==> config.mk <==
export PLATFORM = sky130hd
export DESIGN_NAME = normaliza_pf_flat
export DESIGN_NICKNAME = d
export VERILOG_FILES = /design/src/rtl/normaliza_pf_pkg.sv /design/src/rtl/normaliza_pf_if.sv /design/src/rtl/normaliza_pf_redondeo.sv /design/src/rtl/normaliza_pf.sv /design/src/flat_wrapper.sv
export SDC_FILE = /design/constraint.sdc
export NUM_CORES = 1
export LEC_CHECK = 0
export CAP_MARGIN = 20
export CORE_MARGIN = 8
export CORE_UTILIZATION = 40
export CTS_CLUSTER_DIAMETER = 50
export DETAILED_ROUTE_END_ITERATION = 10
export PLACE_DENSITY_LB_ADDON = 0.3
export SYNTH_ARGS = -nofsm -noshare
export SYNTH_HDL_FRONTEND = slang
export SYNTH_SLANG_ARGS = --single-unit
==> constraint.sdc <==
create_clock -name clk -period 3.9 [get_ports clk]
set_input_delay 0.39 -clock clk [delete_from_list [all_inputs] [get_ports clk]]
set_output_delay 0.39 -clock clk [all_outputs]
set_load 0.03 [all_outputs]
==> src/rtl/normaliza_pf_pkg.sv <==
// Shared types and constants for the single-precision normalize/round/pack stage.
package pf_pkg;

  typedef enum logic [1:0] {
    ST_IDLE  = 2'd0,
    ST_SHIFT = 2'd1,
    ST_ROUND = 2'd2,
    ST_DONE  = 2'd3
  } norm_state_t;

  localparam int          EXP_BIAS = 127;
  localparam logic [7:0]  EXP_MAX  = 8'hFF;

  // Extended mantissa layout: carry, hidden, 23-bit fraction, guard, sticky
  localparam int CARRY_BIT  = 26;
  localparam int HIDDEN_BIT = 25;
  localparam int LSB_BIT    = 2;
  localparam int GUARD_BIT  = 1;
  localparam int STICKY_BIT = 0;

  typedef struct packed {
    logic        sign;
    logic [7:0]  exp;
    logic [22:0] frac;
  } float_t;

endpackage

==> src/rtl/normaliza_pf_if.sv <==
// Valid/ready bus between the adder datapath (master) and the normalizer (slave).
interface normaliza_pf_if #(
  parameter int EXP_W  = 8,
  parameter int FRAC_W = 23
);
  logic                    in_valid;
  logic                    in_ready;
  logic                    in_sign;
  logic [EXP_W-1:0]        in_exp;
  logic [FRAC_W+3:0]       in_mant;
  logic                    out_valid;
  logic                    out_ready;
  logic [EXP_W+FRAC_W:0]   out_result;
  logic                    out_overflow;
  logic                    out_underflow;

  modport master (
    output in_valid, in_sign, in_exp, in_mant, out_ready,
    input  in_ready, out_valid, out_result, out_overflow, out_underflow
  );

  modport slave (
    input  in_valid, in_sign, in_exp, in_mant, out_ready,
    output in_ready, out_valid, out_result, out_overflow, out_underflow
  );
endinterface

==> src/rtl/normaliza_pf_redondeo.sv <==
// redondeo_pf: combinational round-to-nearest-even of {hidden, frac, guard, sticky}.
module redondeo_pf
  import pf_pkg::*;
#(
  parameter int FRAC_W = 23
) (
  input  logic [FRAC_W+2:0] mant_i,
  output logic [FRAC_W:0]   sum_o,
  output logic              carry_o
);
  logic round_up;

  assign round_up = mant_i[GUARD_BIT] & (mant_i[STICKY_BIT] | mant_i[LSB_BIT]);
  assign {carry_o, sum_o} = {1'b0, mant_i[FRAC_W+2:LSB_BIT]} + (FRAC_W+2)'(round_up);
endmodule

==> src/rtl/normaliza_pf.sv <==
// normaliza_pf: multi-cycle normalize/round/pack of a raw single-precision sum.
// Build option NORMALIZA_PF_SUBNORMAL_EN keeps subnormals instead of flushing to zero.
module normaliza_pf
  import pf_pkg::*;
#(
  parameter int EXP_W  = 8,
  parameter int FRAC_W = 23
) (
  input  logic           clk,
  input  logic           rst,
  normaliza_pf_if.slave  bus
);
  localparam int CB = FRAC_W + 3;
  localparam int HB = FRAC_W + 2;
  localparam int RW = EXP_W + FRAC_W + 1;
  localparam logic [EXP_W:0] EXP_SAT = {1'b0, {EXP_W{1'b1}}};
  localparam logic [EXP_W:0] EXP_ONE = (EXP_W+1)'(1);

  localparam logic [1:0] S_IDLE  = ST_IDLE;
  localparam logic [1:0] S_SHIFT = ST_SHIFT;
  localparam logic [1:0] S_ROUND = ST_ROUND;
  localparam logic [1:0] S_DONE  = ST_DONE;

  logic [1:0]        state_q, state_d;
  logic              sign_q, sign_d;
  logic [EXP_W:0]    exp_q, exp_d;
  logic [CB:0]       mant_q, mant_d;
  logic [RW-1:0]     res_q, res_d;
  logic              ovf_q, ovf_d;
  logic              unf_q, unf_d;

  logic [FRAC_W:0]   rnd_sum;
  logic              rnd_carry;
  logic [EXP_W:0]    exp_r;
  logic              hidden_r;
  logic [FRAC_W-1:0] frac_r;

  redondeo_pf #(.FRAC_W(FRAC_W)) u_redondeo (
    .mant_i  (mant_q[HB:0]),
    .sum_o   (rnd_sum),
    .carry_o (rnd_carry)
  );

  // A rounding carry leaves 1.000..0 above the hidden bit; renormalize by one.
  assign exp_r    = exp_q + (EXP_W+1)'(rnd_carry);
  assign hidden_r = rnd_carry | rnd_sum[FRAC_W];
  assign frac_r   = rnd_carry ? rnd_sum[FRAC_W:1] : rnd_sum[FRAC_W-1:0];

  always_comb begin
    state_d = state_q;
    sign_d  = sign_q;
    exp_d   = exp_q;
    mant_d  = mant_q;
    res_d   = res_q;
    ovf_d   = ovf_q;
    unf_d   = unf_q;
    case (state_q)
      S_IDLE: begin
        if (bus.in_valid) begin
          sign_d  = bus.in_sign;
          exp_d   = {1'b0, bus.in_exp};
          mant_d  = bus.in_mant;
          ovf_d   = 1'b0;
          unf_d   = 1'b0;
          state_d = S_SHIFT;
        end
      end
      S_SHIFT: begin
        if (exp_q == EXP_SAT) begin
          res_d   = {sign_q, exp_q[EXP_W-1:0], mant_q[FRAC_W+1:2]};
          state_d = S_DONE;
        end else if (mant_q == '0) begin
          res_d   = '0;
          state_d = S_DONE;
        end else if (mant_q[CB]) begin
          mant_d  = {1'b0, mant_q[CB:2], mant_q[1] | mant_q[0]};
          exp_d   = exp_q + EXP_ONE;
          state_d = S_ROUND;
        end else if (!mant_q[HB] && (exp_q > EXP_ONE)) begin
          mant_d  = {mant_q[HB:0], 1'b0};
          exp_d   = exp_q - EXP_ONE;
        end else if (!mant_q[HB]) begin
`ifdef NORMALIZA_PF_SUBNORMAL_EN
          state_d = S_ROUND;
`else
          res_d   = {sign_q, {(RW-1){1'b0}}};
          unf_d   = 1'b1;
          state_d = S_DONE;
`endif
        end else begin
          state_d = S_ROUND;
        end
      end
      S_ROUND: begin
        if (exp_r >= EXP_SAT) begin
          res_d = {sign_q, {EXP_W{1'b1}}, {FRAC_W{1'b0}}};
          ovf_d = 1'b1;
        end else begin
          // Hidden bit still clear means a subnormal (or zero): exponent field encodes 0.
          res_d = {sign_q, (hidden_r ? exp_r[EXP_W-1:0] : {EXP_W{1'b0}}), frac_r};
          unf_d = ~hidden_r;
        end
        state_d = S_DONE;
      end
      S_DONE: begin
        if (bus.out_ready) state_d = S_IDLE;
      end
      default: state_d = S_IDLE;
    endcase
  end

  always_ff @(posedge clk or posedge rst) begin
    if (rst) begin
      state_q <= S_IDLE;
      sign_q  <= 1'b0;
      exp_q   <= '0;
      mant_q  <= '0;
      res_q   <= '0;
      ovf_q   <= 1'b0;
      unf_q   <= 1'b0;
    end else begin
      state_q <= state_d;
      sign_q  <= sign_d;
      exp_q   <= exp_d;
      mant_q  <= mant_d;
      res_q   <= res_d;
      ovf_q   <= ovf_d;
      unf_q   <= unf_d;
    end
  end

  assign bus.in_ready      = (state_q == S_IDLE);
  assign bus.out_valid     = (state_q == S_DONE);
  assign bus.out_result    = (state_q == S_DONE) ? res_q : '0;
  assign bus.out_overflow  = (state_q == S_DONE) & ovf_q;
  assign bus.out_underflow = (state_q == S_DONE) & unf_q;
endmodule
==> src/flat_wrapper.sv <==
// flat-port wrapper written by rule: the top's interface ports become plain ports
module normaliza_pf_flat import pf_pkg::*;
#(
  parameter int EXP_W  = 8,
  parameter int FRAC_W = 23
)
  (clk, rst, bus_in_valid, bus_in_sign, bus_in_exp, bus_in_mant, bus_out_ready, bus_in_ready, bus_out_valid, bus_out_result, bus_out_overflow, bus_out_underflow);
  normaliza_pf_if #(.EXP_W(EXP_W), .FRAC_W(FRAC_W)) bus_i ();
  input  logic clk;
  input  logic rst;
  input wire logic [$bits(bus_i.in_valid)-1:0] bus_in_valid;
  input wire logic [$bits(bus_i.in_sign)-1:0] bus_in_sign;
  input wire logic [$bits(bus_i.in_exp)-1:0] bus_in_exp;
  input wire logic [$bits(bus_i.in_mant)-1:0] bus_in_mant;
  input wire logic [$bits(bus_i.out_ready)-1:0] bus_out_ready;
  output wire logic [$bits(bus_i.in_ready)-1:0] bus_in_ready;
  output wire logic [$bits(bus_i.out_valid)-1:0] bus_out_valid;
  output wire logic [$bits(bus_i.out_result)-1:0] bus_out_result;
  output wire logic [$bits(bus_i.out_overflow)-1:0] bus_out_overflow;
  output wire logic [$bits(bus_i.out_underflow)-1:0] bus_out_underflow;
  assign bus_i.in_valid = bus_in_valid;
  assign bus_i.in_sign = bus_in_sign;
  assign bus_i.in_exp = bus_in_exp;
  assign bus_i.in_mant = bus_in_mant;
  assign bus_i.out_ready = bus_out_ready;
  assign bus_in_ready = bus_i.in_ready;
  assign bus_out_valid = bus_i.out_valid;
  assign bus_out_result = bus_i.out_result;
  assign bus_out_overflow = bus_i.out_overflow;
  assign bus_out_underflow = bus_i.out_underflow;
  normaliza_pf #(.EXP_W(EXP_W), .FRAC_W(FRAC_W)) u_core (.clk(clk), .rst(rst), .bus(bus_i));
endmodule
==> results.sh <==
export IMPL_status="complete, no violations"
export IMPL_swShare_pct=47.7
export IMPL_synth_top_flop_cell="dfrtp_1"
export IMPL_tns_ns=0
export IMPL_rows=42
export IMPL_holdPathStages=2
export IMPL_ys_warn_count=0
export IMPL_end_kind="flip-flop"
export IMPL_grt_pass1_vias=5013
export IMPL_setup_violations_final=0
export IMPL_maxCapViolations=0
export IMPL_grt_remaining_overflow=0
export IMPL_finalHoldViolCount=0
export IMPL_yosys_area_top_type="dfrtp_1"
export IMPL_clk_pin_slew_ns=0.06
export IMPL_wl_per_cell_um=18.3
export IMPL_ctsRootBufferMaster="clkbuf_16"
export IMPL_yosysTopAreaCellShare_pct=34.3
export IMPL_hp_class="flip-flop to flip-flop"
export IMPL_powerDensity_nw_per_um2=932
export IMPL_cts_tree="done"
export IMPL_syn2layout_area_growth_pct=25.0
export IMPL_seq_power_share_pct=23.9
export IMPL_route_detailed_drc=0
export IMPL_grt_start_max_net_pins=63
export IMPL_diodes=0
export IMPL_totalWireLength_um=16200
export IMPL_rr_worst_depth=15
export IMPL_ys_async_sr_fraction_pct=100
export IMPL_ys_top_cells_by_area="dfrtp_1, nor2_1, and2_1"
export IMPL_critPathArrivalTime_ns=3.82
export IMPL_cts_setup_buffers=0
export IMPL_track_usage_pct=18.6
export IMPL_p_clk_share_pct=13.4
export IMPL_holdCritStartpoint="u_core.res_q[24]"
export IMPL_dieArea_um2=17300
export IMPL_grt_pass1_wl_um=26700
export IMPL_core_um2=13100
export IMPL_period_needed_ns=3.60
export IMPL_synth_edf_count=0
export IMPL_p_int_w=0.00325
export IMPL_io_pins=76
export IMPL_clkSinkCount=73
export IMPL_vias_per_cell=5.79
export IMPL_pwr_share_comb_pct=62.7
export IMPL_cts_hold_buf=0
export IMPL_p_leak_nw=2.76
export IMPL_ys_types=66
export IMPL_crit_type="flip-flop to flip-flop"
export IMPL_cts_resized=0
export IMPL_r2r_start="u_core.mant_q[2]"
export IMPL_start_kind="flip-flop"
export IMPL_drive_gt1_share_pct=11.6
export IMPL_ys_seq_area_share_pct=34.3
export IMPL_start_util_pct=40.5
export IMPL_nets=756
export IMPL_clock_skew_ns=0.00617
export IMPL_syn_nets=695
export IMPL_cp_data_required_time_ns=4.13
export IMPL_cp_max_fo=7
export IMPL_utilization_pct=50.7
export IMPL_portBuffers=75
export IMPL_clock_path_buffers=2
export IMPL_p_switching_w=0.00296
export IMPL_first_pass_iters=5
export IMPL_finalCritPeriodShare_pct=92.3
export IMPL_netlist_area_um2=5330
export IMPL_syn_area_per_cell_um2=8.28
export IMPL_cts_made_buffers=9
export IMPL_die_h_um=131
export IMPL_clk_latency_ns=0.34
export IMPL_max_freq_mhz=278
export IMPL_maxSlewHeadroom_pct=39.2
export IMPL_finalWeightedCongestion=0.898
export IMPL_ys_seq_elements=73
export IMPL_rsz0062_at_grt="false"
export IMPL_syn_inst=643
export IMPL_htreeDepth=3
export IMPL_peakVddDrop_mv=0.440
export IMPL_reg2reg_slack_ns=0.30
export IMPL_power_w=0.00621
export IMPL_nFillCells=1287
export IMPL_antenna_found_initial=0
export IMPL_drtIter0Drc=478
export IMPL_cp_startpoint="u_core.mant_q[2]"
export IMPL_vias=5115
export IMPL_place_hpwl_um=11900
export IMPL_die_w_um=131
export IMPL_slew_viol_final=0
export IMPL_worst_pin_slew_ns=0.912
export IMPL_antenna_left=0
-- placed cells by master (no fill, tap or decap), types with 14 or more instances in the layout --
cell / n
inv_1: 15
nor2_1: 67
dfrtp_1: 72
nor4_1: 14
buf_4: 41
a22oi_1: 24
a211oi_1: 23
a21oi_1: 40
clkdlybuf4s50_1: 75
nand2_1: 41
nand3_1: 16
a21o_1: 23
and2_1: 35
o21ai_0: 20
-- per-layer routing --
layer | track usage, % | vias up | routed length, µm
met5 | 0 | - | 0
met4 | 6.70 | 0 | 352
met3 | 3.58 | 25 | 838
met2 | 27.9 | 165 | 7090
met1 | 26.1 | 2456 | 7880
li1 | - | 2469 | -
-- metrics by stage --
step | instance area (µm²) | setup slack [ns] | hold WS [ns] | std cells
after floorplan | 5330 | 0.236 | 0.440 | 643
after global placement | 6300 | 0.305 | 0.458 | 867
after detailed placement | 6300 | 0.0895 | 0.458 | 867
after CTS | 6600 | 0.0195 | 0.470 | 882
after global routing | 6660 | 0.0609 | 0.500 | 884
final | 6660 | 0.302 | 0.470 | 884
-- synthesized netlist by cell type, drive strengths merged (3+ instances only) --
master	number
buf	37
nand4	12
or3	6
nor2	67
a221oi	5
nor4	14
mux2	5
xor2	7
a211o	4
inv	17
a21oi	40
or4	4
a32oi	12
xnor2	13
a22oi	24
dfrtp	73
nand3	19
and2	35
nand2	41
nand3b	4
a21o	23
clkbuf	31
o21ai	21
a2bb2oi	5
ha	12
a211oi	23
mux2i	3
o31ai	11
o31a	3
nor3	16
a31oi	8
and3	5
a21boi	8
nor2b	7
o22ai	7
-- final cells by class --
class                   count  area [µm²]  area share (%)
clock buffers              12         256            3.85
clock inverters             3        40.0           0.601
inverters                  17        63.8           0.958
multi-input cells         485        3140            47.2
flip-flops and latches     73        1830            27.5
well taps                 176         220            3.31
repair buffers            118        1110            16.6
-- registers in the layout, summed over array words and instances, names as in the netlist --
name,flops
u_core.exp_q,9
u_core.sign_q,1
u_core.res_q,32
u_core.mant_q,27
u_core.unf_q,1
u_core.state_q,2
u_core.ovf_q,1
-- cell families (layout without fill, tap and decap cells) --
kind of cell | Yosys count | after routing | share of synthesized area [%]
AOI/OAI and AO/OA | 205 | 205 | 27.0
xor gates and xnor gates | 20 | 20 | 3.29
adders and majority gates | 12 | 12 | 2.82
buffers and inverters | 85 | 150 | 7.19
DFF | 73 | 73 | 34.3
muxes | 8 | 8 | 1.69
and+or+nand+nor | 240 | 240 | 23.7
-- power by group through the flow --
stage	Combinational, W	Sequential [W]	Clock (W)
floorplan	0.00290	0.00130	0
detailed placement	0.00379	0.00149	0
global placement	0.00374	0.00147	0
CTS	0.00382	0.00147	0.000840
global route	0.00427	0.00153	0.000872
finish	0.00389	0.00148	0.000832
-- path summary, 6_finish.rpt --
kind                                     to
max in group asynchronous  u_core.res_q[17]
min reg2reg                u_core.res_q[24]
min                        u_core.res_q[24]
min in group asynchronous  u_core.res_q[27]
max reg2reg                    u_core.unf_q
max                            u_core.unf_q
-- worst max-delay path, cell delays in order, from the launching register on --
cell       delay (ns)
dfrtp_2          0.43
nor2_1           0.06
nor2_1           0.10
ha_1             0.17
ha_1             0.21
nand2_1          0.18
nor3_4           0.20
nand2_1          0.11
inv_2            0.13
ha_2             0.24
nand4_1          0.16
xnor2_1          0.22
and3_1           0.22
or2_1            0.27
a2111oi_2        0.41
mux2_2           0.37
(Power assumes the default switching activity.)
